`src/rtl/clk_divider_pkg.sv`:
```
// Shared helpers for the clock divider: counter width derivation.
package clk_divider_pkg;

   // Width of a counter that must hold 0..d-1, never narrower than one bit.
   function automatic int unsigned cnt_width(input int unsigned d);
      return (d <= 2) ? 1 : $clog2(d);
   endfunction

endpackage

```
`src/rtl/clk_divider.sv`:
```
// Free-running integer clock divider with registered, glitch-free clk_out and
// single-cycle strobes aligned to each rising and falling edge of clk_out.
module clk_divider
   import clk_divider_pkg::*;
#(
   parameter int unsigned DIVISOR = 50
)
(
   input  logic clk_in,
   input  logic rst_n,
   output logic clk_out,
   output logic rise_pulse,
   output logic fall_pulse
);

   localparam int unsigned CNT_W    = cnt_width(DIVISOR);
   localparam int unsigned HIGH_CNT = DIVISOR / 2;
   localparam logic [CNT_W-1:0] LAST_VAL = CNT_W'(DIVISOR - 1);
   localparam logic [CNT_W-1:0] HIGH_VAL = CNT_W'(HIGH_CNT);

   generate
      if (DIVISOR < 2) begin : g_bad_divisor
         $error("clk_divider: DIVISOR must be at least 2");
      end
   endgenerate

   logic [CNT_W-1:0] count_q, count_d;
   logic             clk_out_q, clk_out_d;
   logic             rise_q, rise_d;
   logic             fall_q, fall_d;

   // Outputs decode the pre-update count, so they trail the counter by one edge.
   always_comb begin
      count_d   = (count_q == LAST_VAL) ? '0 : count_q + CNT_W'(1);
      clk_out_d = (count_q < HIGH_VAL);
      rise_d    = (count_q == '0);
      fall_d    = (count_q == HIGH_VAL);
   end

   always_ff @(posedge clk_in or negedge rst_n) begin
      if (!rst_n) begin
         count_q   <= '0;
         clk_out_q <= 1'b0;
         rise_q    <= 1'b0;
         fall_q    <= 1'b0;
      end else begin
         count_q   <= count_d;
         clk_out_q <= clk_out_d;
         rise_q    <= rise_d;
         fall_q    <= fall_d;
      end
   end

   assign clk_out    = clk_out_q;
   assign rise_pulse = rise_q;
   assign fall_pulse = fall_q;

endmodule

```
`config.mk`:
```
export PLATFORM = sky130hd
export DESIGN_NAME = clk_divider
export DESIGN_NICKNAME = d
export VERILOG_FILES = /design/src/rtl/clk_divider_pkg.sv /design/src/rtl/clk_divider.sv
export SDC_FILE = /design/constraint.sdc
export NUM_CORES = 1
export LEC_CHECK = 0
export CAP_MARGIN = 40
export CORE_AREA = 2 2 39 41
export DETAILED_ROUTE_END_ITERATION = 10
export DIE_AREA = 0 0 41 43
export GPL_ROUTABILITY_DRIVEN = 0
export GPL_TIMING_DRIVEN = 0
export PLACE_DENSITY = 0.57
export SKIP_LAST_GASP = 1
export SYNTH_ARGS = -nofsm -noshare
export SYNTH_HDL_FRONTEND = slang
export SYNTH_SLANG_ARGS = --single-unit
```
`constraint.sdc`:
```
create_clock -name clk_in -period 1.5 [get_ports clk_in]
set_input_delay 0.3 -clock clk_in [delete_from_list [all_inputs] [get_ports clk_in]]
set_output_delay 0.3 -clock clk_in [all_outputs]
set_load 0.005 [all_outputs]
```
==> results.toml <==
[cells_and_area]
layout-drive-gt1-share = 0.122
n_antenna_cell = 0
finalInstanceArea_um2 = 528
layout_commonest_cell = "dfrtp_1"
syn2layout_area_growth_pct = 19.5
nets = 56
fill_cells = 153
most-common-layout-cells = "9 x dfrtp_1, 5 x a21oi_1, 4 x inv_1, 4 x ha_1, 4 x clkdlybuf4s50_1"

[worst_setup_path]
r2r_end = "count_q[1]"
critPathRequiredTime_ns = 1.20
rrSetupSlack_ns = 0.19
critPathArrivalTime_ns = 1.06
reg2reg_depth = 5
path_cells = "clkdlybuf4s50_1"
critPathCaptureType = "output port"
path_buf_inv = 1
slowest_delay_ns = 0.49
path_class = "reg -> out"
critical_path.max_fanout = 1
worstReg2RegStart = "count_q[1]"
path_delay_family = "buffers and inverters"
start_kind = "register"
crit_slowest_cell = "clkdlybuf4s50_1"

[yosys]
yosys_warnings = 0
synth_fp_nets = 47
syn_area_per_cell_um2 = 10.8
yosysUniqueCellTypes = 18
postSynthCellCount = 41
syn_area_um2 = 442
ys_ff_latch = 9
ys_seq_area_frac = 0.510

[die]
fp.coreArea_um2 = 1380
dieArea_um2 = 1760
io_pins = 5
die_w_um = 41
rows = 14
die_y_um = 43
start_util = 0.319

[clocking]
post_cts_buffers = 0
path_clk_slew_ns = 0.06
numCtsBuffers = 3
post_cts_resized = 0
clk_path_buf_depth = 2
cts_tree = "yes"
cts_max_level = 1
cts_root_buf = "clkbuf_4"
hold_buffers = 0
clock_sinks = 9
clk_latency_ns = 0.25

[timing]
min_period_over_period = 0.908
max_slew_margin = 0.731
drv_slew = 0
setup_viol = 0
clock_skew_ns = 0.00135
rsz0062_at_grt = "false"
tns_ns = 0
hold_viol = 0
worst_pin_slew_ns = 0.400
fmax_ghz = 0.734
period_needed_ns = 1.36

[placement]
placed_cell_area_um2 = 502
io_buffers = 4
place_hpwl_um = 520

[detailed_routing]
wl_per_cell_um = 11.1
first_pass_iters = 4
routed_wl_um = 723
drc = 0
routed-via-count = 320
antenna_left = 0
drt_iter0_markers = 3
viasPerCell = 4.92

[power]
peakVddDrop_mv = 0.325
combPwrFrac = 0.016
power.internal_uw = 347
clkPwrFrac = 0.419
finalPower_uw = 430
pwr-share-seq = 0.565
p_per_area_nw_per_um2 = 814
sw_frac_of_total = 0.192
leakagePower_uw = 0.000256
switching_power_uw = 82.7

[min_path]
holdCritPathClass = "in -> async"

[status]
status = "finished, final reports clean"

[grt]
grt_pass1_wl_um = 1350
grt_max_degree = 10
grtUsageTotal = 0.118
overflow = 0
antenna_found_initial = 0
grt_pass1_vias = 327

[job]
drv_cap = 0
through the flow:
| step | utilization | std cells | setup WS [ns] | hold slack (ns) |
|---|---|---|---|---|
| 2_1_floorplan | - | 41 | 0.325 | 0.00441 |
| 3_3_place_gp | 0.363 | 61 | 0.197 | 0.516 |
| 3_5_place_dp | 0.363 | 61 | 0.198 | 0.527 |
| 4_1_cts | 0.382 | 65 | 0.118 | 0.352 |
| 5_1_grt | 0.382 | 65 | 0.0586 | 0.369 |
| 6_report | 0.382 | 65 | 0.138 | 0.342 |
cells in the mapped netlist:
master / n / area (µm²)
and2_1: 1 / 6.26
nand2b_1: 1 / 6.26
o311ai_0: 1 / 8.76
dfrtp_1: 9 / 225
xor2_1: 1 / 8.76
nor2_1: 1 / 3.75
nor4_1: 2 / 12.5
nor3b_1: 1 / 7.51
nand2_1: 2 / 7.51
inv_1: 4 / 15.0
a21oi_1: 5 / 25.0
o21ai_0: 1 / 5.00
ha_1: 4 / 50.1
nand3b_1: 2 / 15.0
clkbuf_2: 2 / 10.0
a311oi_1: 2 / 17.5
and3_4: 1 / 11.3
nor2b_1: 1 / 6.26
flip-flops by register name, summed over array words and instances (netlist names):
register	flops
count_q	6
clk_out	1
fall_pulse	1
rise_pulse	1
metal layers:
layer | wire (µm) | share of wire | track usage
met2 | 315 | 0.44 | 0.163
met4 | 9 | 0.012 | 0.0600
met5 | 0 | 0 | 0
met3 | 32 | 0.044 | 0.0628
met1 | 365 | 0.50 | 0.145
cell type report:
cell class                 instances  area [µm²]  share of cell area
buffer                             2        10.0              0.0190
clock buffer                       4        26.3              0.0498
inverter                           4        15.0              0.0284
multi-input combinational         26         191               0.363
sequential                         9         225               0.427
tap                               16        20.0              0.0379
timing repair buffer               4        40.0              0.0758
power groups by stage:
| stage | logic [µW] | clock network (µW) | registers, µW |
|---|---|---|---|
| floorplan | 0.000115 | 0 | 247 |
| global placement | 7.15 | 0 | 247 |
| detailed placement | 7.15 | 0 | 247 |
| CTS | 7.31 | 189 | 243 |
| global route | 8.06 | 201 | 243 |
| finish | 6.80 | 180 | 243 |
logic make-up (layout without fill, tap and decap cells):
kind of cell | after synthesis | in the layout | share of synthesized area
adders and majority gates | 4 | 4 | 0.113
and+or+nand+nor | 12 | 12 | 0.173
xor gates and xnor gates | 1 | 1 | 0.0198
buffers and inverters | 6 | 14 | 0.0566
DFF | 9 | 9 | 0.510
AOI/OAI and AO/OA | 9 | 9 | 0.127
worst max path at each step:
stage / cells after the start / startpoint / end / slack (ns)
after CTS: 1 / rise_pulse / rise_pulse / 0.12
after global placement: 5 / count_q[1] / count_q[1] / 0.20
after detailed placement: 5 / count_q[1] / count_q[1] / 0.20
after global routing: 5 / count_q[1] / count_q[1] / 0.06
after floorplan: 5 / count_q[1] / count_q[2] / 0.32
final: 1 / rise_pulse / rise_pulse / 0.14
No activity file was read; power rests on OpenSTA's default activity.
